$ cat src/rtl/kernel_bank_loader.sv
// kernel_bank_loader: on a start pulse, streams up to NUM_KERNELS kernels of
// a run-time element count from weight BRAM into the kernel register bank.
// Reads are issued one per cycle; a BRAM_LATENCY-deep tag pipeline lines each
// read up with the cycle its data appears, so writes land one per cycle too.
//
// Handshake: i_start is a request that is taken only while idle (o_busy=0)
// and i_abort is low. Every cycle of the load is tracked by o_busy, and the
// load finishes with a one-cycle o_done pulse. o_wr_en is a plain strobe with
// no back-pressure: the bank accepts every write in the cycle it is presented.
module kernel_bank_loader #(
  parameter int NUM_KERNELS     = 4,
  parameter int MAX_ELEMS       = 25,
  parameter int WEIGHT_WIDTH    = 8,
  parameter int BRAM_ADDR_WIDTH = 10,
  parameter int BRAM_LATENCY    = 1,
  localparam int EW = $clog2(MAX_ELEMS + 1),
  localparam int KW = $clog2(NUM_KERNELS + 1)
) (
  input  logic                       i_clk,
  input  logic                       i_rst,
  input  logic                       i_start,
  input  logic                       i_abort,
  input  logic [EW-1:0]              i_kernel_elems,
  input  logic [KW-1:0]              i_num_kernels,
  input  logic [BRAM_ADDR_WIDTH-1:0] i_start_addr,
  input  logic [BRAM_ADDR_WIDTH-1:0] i_kernel_stride,
  output logic                       o_bram_en,
  output logic [BRAM_ADDR_WIDTH-1:0] o_bram_addr,
  input  logic [WEIGHT_WIDTH-1:0]    i_bram_data,
  output logic                       o_wr_en,
  output logic [KW-1:0]              o_wr_kernel,
  output logic [EW-1:0]              o_wr_addr,
  output logic [WEIGHT_WIDTH-1:0]    o_wr_data,
  output logic                       o_busy,
  output logic                       o_done,
  output logic                       o_err,
  output logic [1:0]                 o_dbg_state
);

  localparam int AW = BRAM_ADDR_WIDTH;
  localparam int L  = BRAM_LATENCY;

  localparam logic [1:0] S_IDLE  = 2'd0;
  localparam logic [1:0] S_ISSUE = 2'd1;
  localparam logic [1:0] S_DRAIN = 2'd2;
  localparam logic [1:0] S_DONE  = 2'd3;

  logic [1:0]          state_q, state_d;
  logic [EW-1:0]       elems_q, elems_d;
  logic [KW-1:0]       nk_q, nk_d;
  logic [AW-1:0]       stride_q, stride_d;
  logic [AW-1:0]       base_q, base_d;
  logic [KW-1:0]       k_q, k_d;       // tag of the read currently on the bus
  logic [EW-1:0]       e_q, e_d;
  logic                bram_en_q, bram_en_d;
  logic [AW-1:0]       bram_addr_q, bram_addr_d;
  logic                busy_q, busy_d;
  logic                done_q, done_d;
  logic                err_q, err_d;
  logic [L-1:0]        pipe_vld_q, pipe_vld_d;
  logic [L-1:0][KW-1:0] pipe_k_q, pipe_k_d;
  logic [L-1:0][EW-1:0] pipe_e_q, pipe_e_d;

  logic flush;
  logic req_bad;
  logic e_last;
  logic last_rd;
  logic early_pend;

  assign req_bad = (i_kernel_elems == '0) || (i_kernel_elems > EW'(MAX_ELEMS)) ||
                   (i_num_kernels == '0) || (i_num_kernels > KW'(NUM_KERNELS));
  assign e_last  = (e_q == elems_q - EW'(1));
  assign last_rd = e_last && (k_q == nk_q - KW'(1));

  // Reads still in flight ahead of the final pipeline stage.
  always_comb begin
    early_pend = 1'b0;
    for (int i = 0; i < L - 1; i++) begin
      early_pend = early_pend | pipe_vld_q[i];
    end
  end

  // Load sequencing: request capture, read address walk, drain and completion.
  always_comb begin
    state_d     = state_q;
    elems_d     = elems_q;
    nk_d        = nk_q;
    stride_d    = stride_q;
    base_d      = base_q;
    k_d         = k_q;
    e_d         = e_q;
    bram_addr_d = bram_addr_q;
    bram_en_d   = 1'b0;
    done_d      = 1'b0;
    err_d       = err_q;
    flush       = 1'b0;
    case (state_q)
      S_IDLE: begin
        if (i_start && !i_abort) begin
          err_d    = 1'b0;
          elems_d  = i_kernel_elems;
          nk_d     = i_num_kernels;
          stride_d = i_kernel_stride;
          base_d   = i_start_addr;
          k_d      = '0;
          e_d      = '0;
          if (req_bad) begin
            err_d   = 1'b1;
            done_d  = 1'b1;
            state_d = S_DONE;
          end else begin
            bram_en_d   = 1'b1;
            bram_addr_d = i_start_addr;
            state_d     = S_ISSUE;
          end
        end
      end
      S_ISSUE: begin
        if (i_abort) begin
          flush   = 1'b1;
          state_d = S_IDLE;
        end else if (last_rd) begin
          state_d = S_DRAIN;
        end else begin
          bram_en_d = 1'b1;
          if (e_last) begin
            // Kernel boundary: next base is taken in the same cycle, no bubble.
            e_d         = '0;
            k_d         = k_q + KW'(1);
            base_d      = base_q + stride_q;
            bram_addr_d = base_q + stride_q;
          end else begin
            e_d         = e_q + EW'(1);
            bram_addr_d = bram_addr_q + AW'(1);
          end
        end
      end
      S_DRAIN: begin
        if (i_abort) begin
          flush   = 1'b1;
          state_d = S_IDLE;
        end else if (!early_pend) begin
          // The last write is in the final stage now; done follows it.
          done_d  = 1'b1;
          state_d = S_DONE;
        end
      end
      S_DONE: begin
        state_d = S_IDLE;
      end
      default: begin
        state_d = S_IDLE;
      end
    endcase
    busy_d = (state_d != S_IDLE);
  end

  // Tag pipeline: each stage carries {valid, kernel, element} of one read.
  always_comb begin
    pipe_vld_d    = '0;
    pipe_k_d      = pipe_k_q;
    pipe_e_d      = pipe_e_q;
    pipe_vld_d[0] = bram_en_q & ~flush;
    pipe_k_d[0]   = k_q;
    pipe_e_d[0]   = e_q;
    for (int i = 1; i < L; i++) begin
      pipe_vld_d[i] = pipe_vld_q[i-1] & ~flush;
      pipe_k_d[i]   = pipe_k_q[i-1];
      pipe_e_d[i]   = pipe_e_q[i-1];
    end
  end

  // State and output registers, all cleared by asynchronous reset.
  always_ff @(posedge i_clk or posedge i_rst) begin
    if (i_rst) begin
      state_q     <= S_IDLE;
      elems_q     <= '0;
      nk_q        <= '0;
      stride_q    <= '0;
      base_q      <= '0;
      k_q         <= '0;
      e_q         <= '0;
      bram_en_q   <= 1'b0;
      bram_addr_q <= '0;
      busy_q      <= 1'b0;
      done_q      <= 1'b0;
      err_q       <= 1'b0;
      pipe_vld_q  <= '0;
      pipe_k_q    <= '0;
      pipe_e_q    <= '0;
    end else begin
      state_q     <= state_d;
      elems_q     <= elems_d;
      nk_q        <= nk_d;
      stride_q    <= stride_d;
      base_q      <= base_d;
      k_q         <= k_d;
      e_q         <= e_d;
      bram_en_q   <= bram_en_d;
      bram_addr_q <= bram_addr_d;
      busy_q      <= busy_d;
      done_q      <= done_d;
      err_q       <= err_d;
      pipe_vld_q  <= pipe_vld_d;
      pipe_k_q    <= pipe_k_d;
      pipe_e_q    <= pipe_e_d;
    end
  end

  assign o_bram_en   = bram_en_q;
  assign o_bram_addr = bram_addr_q;
  assign o_wr_en     = pipe_vld_q[L-1];
  assign o_wr_kernel = pipe_k_q[L-1];
  assign o_wr_addr   = pipe_e_q[L-1];
  assign o_wr_data   = i_bram_data;
  assign o_busy      = busy_q;
  assign o_done      = done_q;
  assign o_err       = err_q;
  assign o_dbg_state = state_q;

endmodule

$ cat config.mk
export PLATFORM = sky130hd
export DESIGN_NAME = kernel_bank_loader
export DESIGN_NICKNAME = d
export VERILOG_FILES = /design/src/rtl/kernel_bank_loader.sv
export SDC_FILE = /design/constraint.sdc
export NUM_CORES = 1
export LEC_CHECK = 0
export CAP_MARGIN = 10
export CORE_AREA = 2 2 84 86
export DETAILED_ROUTE_END_ITERATION = 6
export DIE_AREA = 0 0 86 88
export HOLD_SLACK_MARGIN = 0.03
export PLACE_DENSITY_LB_ADDON = 0.05
export SLEW_MARGIN = 20
export SYNTH_ARGS = -nofsm -noshare
export SYNTH_HDL_FRONTEND = slang
export SYNTH_SLANG_ARGS = --single-unit
$ cat constraint.sdc
create_clock -name i_clk -period 3.76 [get_ports i_clk]
set_input_delay 0.376 -clock i_clk [delete_from_list [all_inputs] [get_ports i_clk]]
set_output_delay 0.376 -clock i_clk [all_outputs]
set_load 0.05 [all_outputs]
Word level (Yosys, flattened, before mapping)
Cells that the tools add are included.
- flip-flop bits (word level): 61
- bits in latches: 0
- memory bits (writable): 0
- memory bits (read-only): 0
- bits of input ports: 40
- output and inout port bits: 33
- logic and storage cells: 89
- memories: 0
- add/subtract/negate cells: 6
- multipliers: 0
- div/mod/pow operators: 0
- order comparisons: 2
- eq/ne operators: 10
- shift-type cells: 0
- muxes and demuxes: 38
- bitwise logic cells: 2
- reductions and logical operators: 16
- operators by type and width (operator ; count):
    2-to-1 mux 10 bit ; 9
    one-hot mux 10 bit (2 select lines) ; 2
    2-to-1 mux 5 bit ; 4
    2-to-1 mux 3 bit ; 4
    adder 10 x 1 -> 10 bit, second input constant ; 1
    adder 10 bit ; 1
    2-to-1 mux 2 bit ; 5
    != test 2 bit, second input constant ; 5
    one-hot mux 5 bit (2 select lines) ; 1
    AND reduction 5 bit ; 2
    2-to-1 mux 1 bit ; 9
    one-hot mux 2 bit (4 select lines) ; 1
    one-hot mux 3 bit (2 select lines) ; 1
    adder 5 x 1 -> 5 bit, second input constant ; 1
    equality test 5 bit ; 1
    > comparator 5 bit, second input constant ; 1
    zero test 5 bit ; 1
    subtractor 5 x 1 -> 5 bit, second input constant ; 1
    equality test 2 bit, second input constant ; 2
    one-hot mux 1 bit (2 select lines) ; 2
    AND reduction 4 bit ; 1
    nonzero test 2 bit ; 2
    adder 3 x 1 -> 3 bit, second input constant ; 1
    equality test 3 bit ; 1
    12 further kinds ; 15

Logic depth before layout (Yosys ltp)
- word-level depth: 8
- gate-level depth with buffers: 9

Worst setup path before layout
OpenSTA, ideal clock, no wires.
- path kind: register to register
- start point: register state_q[1] (netlist: o_dbg_state[1])
- end point: register bram_addr_q[5] (netlist: o_bram_addr[5])
- library setup time: 0.126 ns
- arrival: 2.203 ns
- setup slack: 1.431 ns
- cell stages (with the launch flop): 7
- period minus slack after synthesis: 2.329 ns
- path through: dfrtp_1 -> inv_1 -> ha_1 -> clkbuf_1 -> a21oi_1 -> a221o_1 -> o32a_1
- cells in the longest elaborated chain, start to end: 3
- ends and longest elaborated chain (what ; line ; source):
    start: declaration ; 48 ; logic [1:0] state_q, state_d;
    start signal: assignment ; 192 ; state_q <= state_d;
    equality test 2 x 1 -> 1 bit or zero test 2 bit (tied branches) ; 97 ; case (state_q)
    != test 2 bit (no source line) or nonzero test 2 bit (tied branches) ; -- ;
    AND reduction 5 bit (no source line) ; -- ;
    end signal: assignment ; 200 ; bram_addr_q <= bram_addr_d;
    end: declaration ; 56 ; logic [AW-1:0] bram_addr_q, bram_addr_d;
Parallel ways exist; a longest one is shown, timed or not.
A chain may end at the register's enable or synchronous reset.

Worst setup path in the final report
- start point: register elems_q[0]
- end point: register base_q[3]
- cells in the longest elaborated chain, start to end: 5
- ends and longest elaborated chain (what ; line ; source):
    start: declaration ; 49 ; logic [EW-1:0] elems_q, elems_d;
    start signal: assignment ; 193 ; elems_q <= elems_d;
    subtractor 5 x 1 -> 5 bit (*) ; 72 ; assign e_last = (e_q == elems_q - EW'(1));
    equality test 5 bit (*) ; 72 ;
    logical AND 1 bit ; 73 ; assign last_rd = e_last && (k_q == nk_q - KW'(1));
    != test 2 bit (no source line) ; -- ;
    AND reduction 5 bit (no source line) (*) ; -- ;
    end signal: assignment ; 196 ; base_q <= base_d;
    end: declaration ; 52 ; logic [AW-1:0] base_q, base_d;
Every way passes the cells marked *; elsewhere a longest branch is shown, timed or not.

==> summary.md <==
| Metric | Value |
|---|---|
| Final min period | 2.699 ns |
| Drt initial violations | approximately 160 |
| Post-CTS Hold Buffers | 0 |
| Total power | 0.004200 W |
| Final Hold Viols | 0 |
| Endpoints failing setup | 0 |
| Peak Freq | ~370 MHz |
| Post-CTS sizing | 0 |
| CP endpoint kind | flip-flop |
| GRT Util Overall | 22.92% |
| WP data required | roughly 4 ns |
| Syn nets | 420 |
| Final core utilization | 65.18% |
| Clock slew at reported path FFs | ~0.080 ns |
| Yosys cell types | 56 |
| H-Tree Level Count | 3 |
| Ys flop type | dfrtp_1 |
| Seq/Total Area, Yosys | between 40% and 50% |
| Yosys warning total | 0 |
| Final slew viol count | 0 |
| Core area | ~6600 um^2 |
| Rows | 30 |
| WL/cell | 16.11 um |
| Setup TNS | 0 ns |
| Num ports | 73 |
| RSZ-0062 raised after global routing | no |
| CP max-delay cell | a2111o_1 |
| CTS sink count | 61 |
| Initial cell density of the core | 54.18% |
| Post-route ant nets | 0 |
| Total routed wirelength | about 8 mm |
| Critical path arrival | 2.93 ns |
| Yosys top cell by area | dfrtp_1 |
| Die area | 7568 um^2 |
| Worst r2r dst | base_q[3] |
| Mapped Cells | 362 |
| Layout cells sized above 1 | 11.78% |
| GP Congestion | 0.8324 |
| R2R cell count | 8 |
| EDFF count, synth | 0 |
| Chip height | 88 um |
| Area growth from synthesis to layout | 20.30% |
| Clk_lat worst skew | 0.34 ns |
| Number of global-route vias before repair | 2757 |
| Initial antenna violation count | 0 |
| Power Density | 969.8 nW/um^2 |
| Cts bufs inserted | 9 |
| Setup Fix Bufs, Post-CTS | 0 |
| Max-cap violations | 0 |
| Final nets | approximately 470 |
| Largest net degree at the start of global routing | 45 |
| CP max FO | 13 |
| Post-synthesis instance area | 3600 um^2 |
| PortBufs | 56 |
| Root Driver | clkbuf_8 |
| Die width | 86 um |
| Run status | finished clean |
| Origin of the critical flop-to-flop path | elems_q[0] |
| DRC viols | 0 |
| Top cells by area, synth | dfrtp_1 (42%), mux2_2 (6.6%), ha_1 (5.9%) |
| FF+latch count, synth | between 60 and 70 |
| Top cell type's share of synthesized area | between 40% and 50% |
| Vias | 2845 |
| Clock skew | 0.01074 ns |
| Global-route wire length before repair | 13.37 mm |
| R2R setup slack | 1.06 ns |
| Number of vias per cell | 5.736 |
| Worst ir drop on vdd | 458.3 uV |
| Worst setup path class | flip-flop to flip-flop |
| Slew @ Worst Pin | a little under 0.9 ns |
| Crit-path max cell delay | around 0.50 ns |
| Leak | 1.837 nW |
| Worst path cell trace | inv_1, ha_1, xnor2_1, o2bb2ai_1, a2111o_1, a21oi_2, buf_4, mux2_2 |
| CTS max path bufs | 2 |
| CTS tree | built |
| Rel. slew slack | 40.83% |
| Type of origin of the critical path | flip-flop |
| DR pass1 iterations | 5 |
| Hpwl dp | 5.783 mm |
| Mean Syn Cell Area | roughly 9.9 um^2 |
| Diode count | 0 |
| Fin crit share | 71.79% |
| Grt ovf | 0 |
| Share of synthesized flip-flops with an asynchronous set or reset | between 90% and 100% |
| Type of the most critical hold path | input pin to asynchronous set/reset pin |
power breakdown:
group / switching (W) / total (W) / internal, W
sequential: 0.000252 / 0.00118 / 0.000933
clock: 0.000276 / 0.000537 / 0.000261
combinational: 0.00150 / 0.00248 / 0.000976
total: 0.00203 / 0.00420 / 0.00217
cells in the mapped netlist (2+ instances only):
cell type	number
o41ai_1	2
buf_4	11
and3_1	2
inv_1	20
clkbuf_1	7
nand2_1	32
nor3_1	7
dfrtp_1	61
ha_1	17
a211oi_1	4
nor2_1	25
mux2_2	21
xor2_1	13
mux2i_1	3
nand3b_1	2
nand3_1	15
nor2b_1	9
o21ai_0	15
xnor2_1	12
o211ai_1	5
nand4_1	3
buf_2	2
o2111ai_1	3
a21oi_1	21
o32ai_1	2
nand2b_1	2
a31oi_1	12
a21o_1	3
o21bai_1	3
or2_2	2
layer usage:
layer | GRT usage (%) | up-vias | share of wire (%)
li1 | - | 1380 | -
met1 | 33.84 | 1372 | 50
met2 | 34.46 | 81 | 44
met3 | 3.770 | 12 | 4.8
met4 | 7.648 | 0 | 1.3
met5 | 0 | - | 0
layout make-up:
| class | instances | area, um^2 |
|---|---|---|
| clock buffers | 12 | 145.1 |
| repair buffers | 59 | 583.1 |
| multi-input cells | 260 | 1868 |
| well taps | 80 | 100.1 |
| inverters | 20 | 75.07 |
| flip-flops and latches | 61 | 1526 |
| fillers | 560 | 2313 |
| clock inverters | 4 | 32.53 |
through the flow:
step           instance area, um^2  hold slack (ns)  instances  setup slack (ns)
2_1_floorplan                 3600           0.3548        362             1.431
3_3_place_gp                  4153           0.4479        480             1.123
3_5_place_dp                  4153           0.4518        480             1.043
4_1_cts                       4330           0.3269        496             1.037
5_1_grt                       4330           0.3620        496            0.8746
6_report                      4330           0.3207        496             1.061
state kept, by name (all words and copies together), names as in the netlist:
signal       flops
base_q          10
e_q              5
elems_q          5
k_q              3
nk_q             3
o_bram_addr     10
o_bram_en        1
o_busy           1
o_dbg_state      2
o_done           1
o_err            1
o_wr_addr        5
o_wr_en          1
o_wr_kernel      3
stride_q        10
worst max-delay path by stage:
| stage | slack, ns | cells past startpoint | end | startpoint |
|---|---|---|---|---|
| final | 1.06 | 8 | base_q[3] | elems_q[0] |
| after global routing | 0.87 | 8 | base_q[3] | nk_q[0] |
| after CTS | 1.04 | 8 | base_q[3] | nk_q[0] |
| after detailed placement | 1.04 | 8 | base_q[3] | elems_q[0] |
| after global placement | 1.12 | 8 | base_q[3] | nk_q[0] |
| after floorplan | 1.43 | 6 | o_bram_addr[5] | o_dbg_state[1] |
logic make-up (layout without fill, tap and decap cells):
kind of cell	after synthesis	in the layout	share of synthesized area, %
buffers and inverters	41	95	5.700
DFF	61	61	42.41
muxes	25	25	7.716
AOI/OAI and AO/OA	86	86	16.65
and+or+nand+nor	104	104	13.90
xor gates and xnor gates	27	27	7.160
adders and majority gates	18	18	6.465
layout by cell type (no fill, tap or decap), drive strengths merged, types with 15 or more instances in the layout:
cell / n
dfrtp: 61
mux2: 22
o21ai: 16
nor2: 25
a21oi: 22
inv: 21
nand2: 32
clkdlybuf4s50: 56
nand3: 15
ha: 17
critical path: cells and delay by family, from the launching register on:
| kind | cells | cell delay, ns |
|---|---|---|
| buffers and inverters | 2 | 0.31 |
| muxes | 1 | 0.33 |
| DFF | 1 | 0.41 |
| xor gates and xnor gates | 1 | 0.14 |
| AOI/OAI and AO/OA | 3 | 1.15 |
| adders and majority gates | 1 | 0.24 |
Power figures use the tool's default switching activity.
